`src/rtl/sha256_pkg.sv`:
```
// Shared SHA-256 constants, schedule FSM states and the lower-case sigma functions.
package sha256_pkg;

  localparam int WORD_W  = 32;
  localparam int BLOCK_W = 512;
  localparam int ROUNDS  = 64;
  localparam int NWORDS  = BLOCK_W / WORD_W;
  localparam int IDX_W   = 6;

  typedef enum logic {
    IDLE   = 1'b0,
    EXPAND = 1'b1
  } state_t;

  function automatic logic [WORD_W-1:0] sigma0(input logic [WORD_W-1:0] x);
    return {x[6:0], x[31:7]} ^ {x[17:0], x[31:18]} ^ (x >> 3);
  endfunction

  function automatic logic [WORD_W-1:0] sigma1(input logic [WORD_W-1:0] x);
    return {x[16:0], x[31:17]} ^ {x[18:0], x[31:19]} ^ (x >> 10);
  endfunction

endpackage

```
`src/rtl/message_schedule.sv`:
```
// SHA-256 message schedule: expands one 512-bit block into W[0..63] through a
// sliding 16-word window, one word per accepted output handshake.
module message_schedule
  import sha256_pkg::*;
(
  input  logic               clk,
  input  logic               nrst,
  input  logic [BLOCK_W-1:0] data_in,
  input  logic               data_in_valid,
  output logic               data_in_ready,
  input  logic               data_in_last,
  output logic [WORD_W-1:0]  data_out,
  output logic [IDX_W-1:0]   data_out_idx,
  output logic               data_out_valid,
  input  logic               data_out_ready,
  output logic               data_out_last
);

  state_t             state_q;
  logic [WORD_W-1:0]  window_q [NWORDS];
  logic [IDX_W-1:0]   idx_q;
  logic               last_q;

  logic               idx_end;
  logic               out_hs;
  logic               in_hs;
  logic [WORD_W-1:0]  w15_d;

  assign idx_end = (idx_q == IDX_W'(ROUNDS - 1));
  assign out_hs  = (state_q == EXPAND) && data_out_ready;

  // A new block may enter while the final word leaves, so the pipe never bubbles.
  assign data_in_ready = (state_q == IDLE) || (idx_end && data_out_ready);
  assign in_hs         = data_in_valid && data_in_ready;

  assign w15_d = sigma1(window_q[14]) + window_q[9] + sigma0(window_q[1]) + window_q[0];

  always_ff @(posedge clk or negedge nrst) begin
    if (!nrst) begin
      state_q <= IDLE;
      for (int i = 0; i < NWORDS; i++) begin
        window_q[i] <= '0;
      end
      idx_q  <= '0;
      last_q <= 1'b0;
    end else if (in_hs) begin
      for (int i = 0; i < NWORDS; i++) begin
        window_q[i] <= data_in[BLOCK_W-1-i*WORD_W -: WORD_W];
      end
      idx_q   <= '0;
      last_q  <= data_in_last;
      state_q <= EXPAND;
    end else if (out_hs) begin
      if (idx_end) begin
        state_q <= IDLE;
      end else begin
        for (int i = 0; i < NWORDS - 1; i++) begin
          window_q[i] <= window_q[i+1];
        end
        window_q[NWORDS-1] <= w15_d;
        idx_q              <= idx_q + IDX_W'(1);
      end
    end
  end

  assign data_out       = window_q[0];
  assign data_out_idx   = idx_q;
  assign data_out_valid = (state_q == EXPAND);
  assign data_out_last  = last_q && idx_end && (state_q == EXPAND);

endmodule

```
`config.mk`:
```
export PLATFORM = sky130hd
export DESIGN_NAME = message_schedule
export DESIGN_NICKNAME = d
export VERILOG_FILES = /design/src/rtl/sha256_pkg.sv /design/src/rtl/message_schedule.sv
export SDC_FILE = /design/constraint.sdc
export NUM_CORES = 1
export LEC_CHECK = 0
export ABC_AREA = 0
export ABC_CLOCK_PERIOD_IN_PS = 4500
export BUFFER_PORTS_ARGS = -buffer_cell sky130_fd_sc_hd__buf_2
export CAP_MARGIN = 10
export CORE_AREA = 2 2 228 230
export CTS_CLUSTER_SIZE = 10
export DETAILED_ROUTE_END_ITERATION = 7
export DIE_AREA = 0 0 230 232
export GPL_ROUTABILITY_DRIVEN = 0
export MAX_ROUTING_LAYER = met4
export PLACE_DENSITY_LB_ADDON = 0.15
export SYNTH_ARGS = -nofsm -noshare
export SYNTH_HDL_FRONTEND = slang
export SYNTH_SLANG_ARGS = --single-unit
export TNS_END_PERCENT = 100
```
`constraint.sdc`:
```
create_clock -name clk -period 4.5 [get_ports clk]
set_clock_uncertainty 0.05 [all_clocks]
set_input_delay 0.225 -clock clk [delete_from_list [all_inputs] [get_ports clk]]
set_output_delay 0.225 -clock clk [all_outputs]
set_load 0.05 [all_outputs]
```
Yosys cells after proc, flatten, opt, wreduce, memory -nomap -nowiden
Index checks and enable logic that the tools add are counted.
{"block": "word_totals", "ff_bits": 520, "inputBits": 517, "wordCells": 49}
{"block": "op_classes", "addsub": 4, "eq_ne": 2, "n_mux": 9, "n_bitwise": 5, "reduce_logical": 10}
{"op": "$mux W512", "n": 3}
{"op": "$add A32 B32 Y32", "n": 3}
{"op": "$xor A32 B32 Y32", "n": 2}
{"op": "$xor A32 B22 Y32", "n": 1}
{"op": "$xor A32 B29 Y32", "n": 1}
{"op": "$mux W6", "n": 3}
{"op": "$add A6 B1 Y6 const B", "n": 1}
{"op": "$eq A6 B6 Y1 const B", "n": 1}
{"op": "$logic_and A1 B1 Y1", "n": 5}
{"op": "$reduce_and A2 Y1", "n": 2}
{"op": "$reduce_bool A2 Y1", "n": 2}
{"op": "$mux W1", "n": 3}
{"op": "$ne A2 B1 Y1 const B", "n": 1}
{"op": "$logic_or A1 B1 Y1", "n": 1}
{"op": "$not A1 Y1", "n": 1}

Logic depth before layout (Yosys ltp)
{"block": "logic_depth", "depth_word": 8, "ltp_mapped": 16}

Worst setup path after synthesis
No wires, ideal clock.
{"block": "synth_timing", "path_type": "register to register", "startpoint": "reg window_q[50] (netlist bit)", "endpoint": "reg window_q[17] (netlist bit)", "setup_time_ns": 0.076, "arrival_ns": 3.730, "required_time_ns": 4.374, "slack_ns": 0.643, "path_stages_with_launch": 17, "path_buffers": 1, "period_less_slack_ns": 3.857, "cell_sequence": "dfrtp_1 clkbuf_1 xor2_1 xnor2_1 fa_1 inv_1 fa_1 ha_1 fa_1 a211oi_1 o21ai_1 a21boi_2 o21bai_1 a31oi_1 xnor2_1 nor2_1 o21ai_1"}
{"block": "synth_via", "elab_chain_len": 8}
{"item": "start: declaration", "line": "message_schedule.sv:20", "source": "logic [WORD_W-1:0] window_q [NWORDS];"}
{"item": "start signal: indexed assignment", "line": "message_schedule.sv:48", "source": "window_q[i] <= data_in[BLOCK_W-1-i*WORD_W -: WORD_W];"}
{"item": "start signal: indexed assignment", "line": "message_schedule.sv:58", "source": "window_q[i] <= window_q[i+1];"}
{"item": "start signal: indexed assignment", "line": "message_schedule.sv:60", "source": "window_q[NWORDS-1] <= w15_d;"}
{"item": "$xor A32 B32 Y32", "line": "sha256_pkg.sv:20", "source": "return {x[16:0], x[31:17]} ^ {x[18:0], x[31:19]} ^ (x >> 10);"}
{"item": "$xor A32 B22 Y32 *", "line": "sha256_pkg.sv:20"}
{"item": "$add A32 B32 Y32 * (3 in a row)", "line": "message_schedule.sv:36", "source": "assign w15_d = sigma1(window_q[14]) + window_q[9] + sigma0(window_q[1]) + window_q[0];"}
{"item": "$mux W512 *", "line": "message_schedule.sv:54", "source": "if (idx_end) begin"}
{"item": "$mux W512 *", "line": "message_schedule.sv:53", "source": "end else if (out_hs) begin"}
{"item": "$mux W512 *", "line": "message_schedule.sv:46", "source": "end else if (in_hs) begin"}
Every way passes the cells marked *; elsewhere a longest branch is shown, timed or not. The select of a mux whose other input is x is not followed.
A chain may end at the register's enable or synchronous reset.

Worst setup path after layout
Ends and elaborated chain as after synthesis.

==> flow_metrics.py <==
metrics = {
    "grt": {
        "gr-total-overflow": 0,
        "grt_max_degree": 186,
        "antenna_found_initial": 15,
        "grt_pass1_vias": 28300,
        "track_usage_pct": 43.1,
        "grt_first_pass_wirelength_um": 168000,
    },
    "die": {
        "fp.dieW_um": 230,
        "die_h_um": 232,
        "initial_core_util_pct": 55.4,
        "rows": 83,
        "ios": 558,
        "die_area_mm2": 0.0534,
        "core_area_mm2": 0.0509,
    },
    "finish": {
        "fillers": 3562,
        "ff_latch_area_mm2": 0.0130,
        "layout.nets": 4886,
        "multi_input_area_mm2": 0.0131,
        "syn2layout_area_growth_pct": 33.2,
        "final_area_mm2": 0.0376,
        "drive_gt1_share_pct": 16.3,
    },
    "drt": {
        "drtIter0Drc": 3697,
        "routed_via_density": 5.87,
        "first_pass_iters": 8,
        "finalWirelength_um": 113000,
        "vias": 29300,
        "drc": 4,
        "antenna_left": 0,
        "wl_per_cell_um": 22.7,
    },
    "sta": {
        "maxSlewViolCount": 0,
        "setup_viol": 0,
        "finalSetupTns_ps": 0,
        "fmax_mhz": 240,
        "tightest_slew_ps": 844,
        "fin_crit_sh_pct": 92.8,
        "period_needed_ps": 4180,
        "rsz0062_at_grt": "no",
        "hold_violations": 0,
        "slew_headroom_pct": 43.7,
    },
    "setup_path": {
        "cpMostUsedCell": "fa_1",
        "required_ps": 4980,
        "critPathArrivalTime_ps": 4650,
        "rr_worst_depth": 15,
        "critical_path_cell_count": 15,
        "crit_buf_inv": 1,
        "crit_path_start_kind": "flop",
        "crit_family": "adder cells",
        "cp_max_fo": 5,
        "critPathKind": "reg -> reg",
        "endpoint_kind": "flop",
        "max_stage_delay_ps": 500,
        "slowest_stage": "fa_1",
        "crit_chain": "xor2_1, xnor2_1, fa_1, inv_1, fa_1, ha_1, fa_1, a211oi_2, o21ai_1, a21boi_2, o21bai_1, a31oi_1, xnor2_1, nor2_1, o21ai_1",
    },
    "clock_tree": {
        "path_clk_slew_ps": 60,
        "clock-root-buffer": "clkbuf_16",
        "cts_buffer_depth": 3,
        "htree_levels": 2,
        "cts_made_buffers": 59,
        "cts_tree": "done",
        "clock_latency_ps": 610,
        "cts.sinks": 520,
    },
    "synth": {
        "yosys_warnings": 0,
        "synth_compound_area_share_pct": 14.7,
        "synth_flop_cell": "dfrtp_1",
        "synth_fa_ha_area_share_pct": 5.82,
        "synth_edf_count": 0,
        "synth_top_family_by_area": "simple AND/OR/NAND/NOR gates",
        "syn_nets": 4022,
        "synth_mux_area_share_pct": 0.146,
        "syn_area_per_cell_um2": 8.27,
        "ys_seq_area_share_pct": 46.2,
        "synth_area_mm2": 0.0282,
        "synthSimpleGateAreaFrac_pct": 21.2,
        "syn-instance-count": 3411,
        "ys_seq_elements": 520,
        "ys_async_sr_fraction_pct": 100,
        "synth_xor_area_share_pct": 4.47,
        "synth_cell_types": 65,
    },
    "run_status": {
        "violations": "DRC",
        "outcome": "complete, but fails checks",
    },
    "power_and_ir_drop": {
        "powerDensity_mw_per_mm2": 788,
        "total_power_mw": 29.6,
        "clkPwrFrac_pct": 14.3,
        "peakVddDrop_mv": 0.978,
        "p_sw_share_pct": 47.3,
        "p_int_mw": 15.6,
        "p_leak_nw": 17.5,
        "combPwrFrac_pct": 61.9,
        "p_seq_share_pct": 23.8,
        "p_switching_mw": 14.0,
    },
    "placement": {
        "place_hpwl_um": 74000,
        "io_buffers": 557,
        "place_area_mm2": 0.0308,
    },
    "min_path": {
        "min_path_cells": 4,
        "hold_path.class": "in -> reg",
    },
    "flow_run": {
        "cap_violations": 0,
    },
}
## sequential cells by signal, summed over array words and instances, names as in the netlist
| signal | cells |
|---|---|
| data_out_idx | 6 |
| data_out_valid | 1 |
| data_out | 32 |
| window_q | 480 |
| last_q | 1 |
## repair_timing
action / CTS / global route
hold endpoints to repair: 591 / 0
hold buffers: 515 / 0
setup buffers: 0 / 0
gates resized for setup: 0 / 1
endpoints found under the setup margin: 0 / 1
## cells by family (layout without fill, tap and decap cells)
family,count (synthesis),in the layout
buf+inv,440,1315
xor+xnor,144,144
fa+ha+maj,94,94
mux,4,4
flops,520,520
compound gates,643,643
simple gates,1566,1566
other cells,0,23
## area by class of cell
| class | count | share of cell area, % |
|---|---|---|
| multi-input cells | 2451 | 34.9 |
| inverters | 125 | 1.25 |
| repair buffers | 1118 | 22.6 |
| clock buffers | 68 | 4.07 |
| flip-flops and latches | 520 | 34.7 |
| well taps | 680 | 2.27 |
| diodes | 23 | 0.153 |
| clock inverters | 4 | 0.0633 |
## per-stage QoR
step | util [%] | setup WS (ps) | instances | hold WS (ps)
finish | 73.8 | 325 | 4989 | 84.4
global route | 73.8 | 105 | 4981 | 123
CTS | 73.7 | 253 | 4966 | 63.5
detailed placement | 60.5 | 242 | 4379 | 208
global placement | 60.5 | 320 | 4379 | 216
floorplan | - | 643 | 3411 | -121
## metal layers
layer  global-route usage, %  vias up  wire (um)
met5                       -        -          0
met4                    24.2        0       7850
met3                    10.2      480      12300
met2                    64.9     1999      51600
met1                    53.6    13900      41700
li1                        -    12900          -
## final timing paths
kind                                start             end  slack (ps)
max in group asynchronous            nrst   window_q[381]        3010
max                          window_q[50]    window_q[17]         320
min                        data_out_ready  data_out_valid          80
max reg2reg                  window_q[50]    window_q[17]         320
min in group asynchronous            nrst   window_q[223]         100
min reg2reg                        last_q          last_q         430
## cells in the mapped netlist (6+ instances only)
cell / number / area share (%)
o21ai_1: 18 / 0.32
a21o_1: 12 / 0.32
buf_2: 92 / 1.6
buf_4: 87 / 2.3
xnor2_1: 92 / 2.9
nand3_1: 12 / 0.21
o21ai_0: 29 / 0.51
nand2_1: 1003 / 13
clkbuf_1: 129 / 1.7
a22oi_1: 16 / 0.43
nor2_1: 519 / 6.9
dfrtp_1: 520 / 46
inv_1: 125 / 1.7
ha_1: 32 / 1.4
nand2b_1: 6 / 0.13
xor2_1: 52 / 1.6
a31oi_1: 484 / 11
fa_1: 62 / 4.4
a21oi_1: 34 / 0.60
## power groups by stage
stage / registers, mW / clock network [mW] / logic (mW)
floorplan: 6.51 / 0 / 13.5
detailed placement: 7.00 / 0 / 17.3
global placement: 6.96 / 0 / 17.1
global route: 7.11 / 4.41 / 19.9
CTS: 6.94 / 4.20 / 17.8
finish: 7.05 / 4.23 / 18.3
## cell usage in the layout (no fill, tap or decap), types with 32 or more instances in the layout
master	instances
ha_1	32
nand2_1	1002
xor2_1	52
a31oi_1	484
a21oi_1	34
nor2_1	519
xnor2_1	92
fa_1	62
dfrtp_1	520
clkbuf_16	59
buf_2	556
dlygate4sd3_1	515
inv_1	125
## tightest hold or removal path, delay by kind of cell
kind	cells	cell delay [ps]
and+or+nand+nor	1	80
AOI/OAI and AO/OA	1	160
buffers and inverters	2	250
Note: power is estimated with default switching activity, not from simulation.
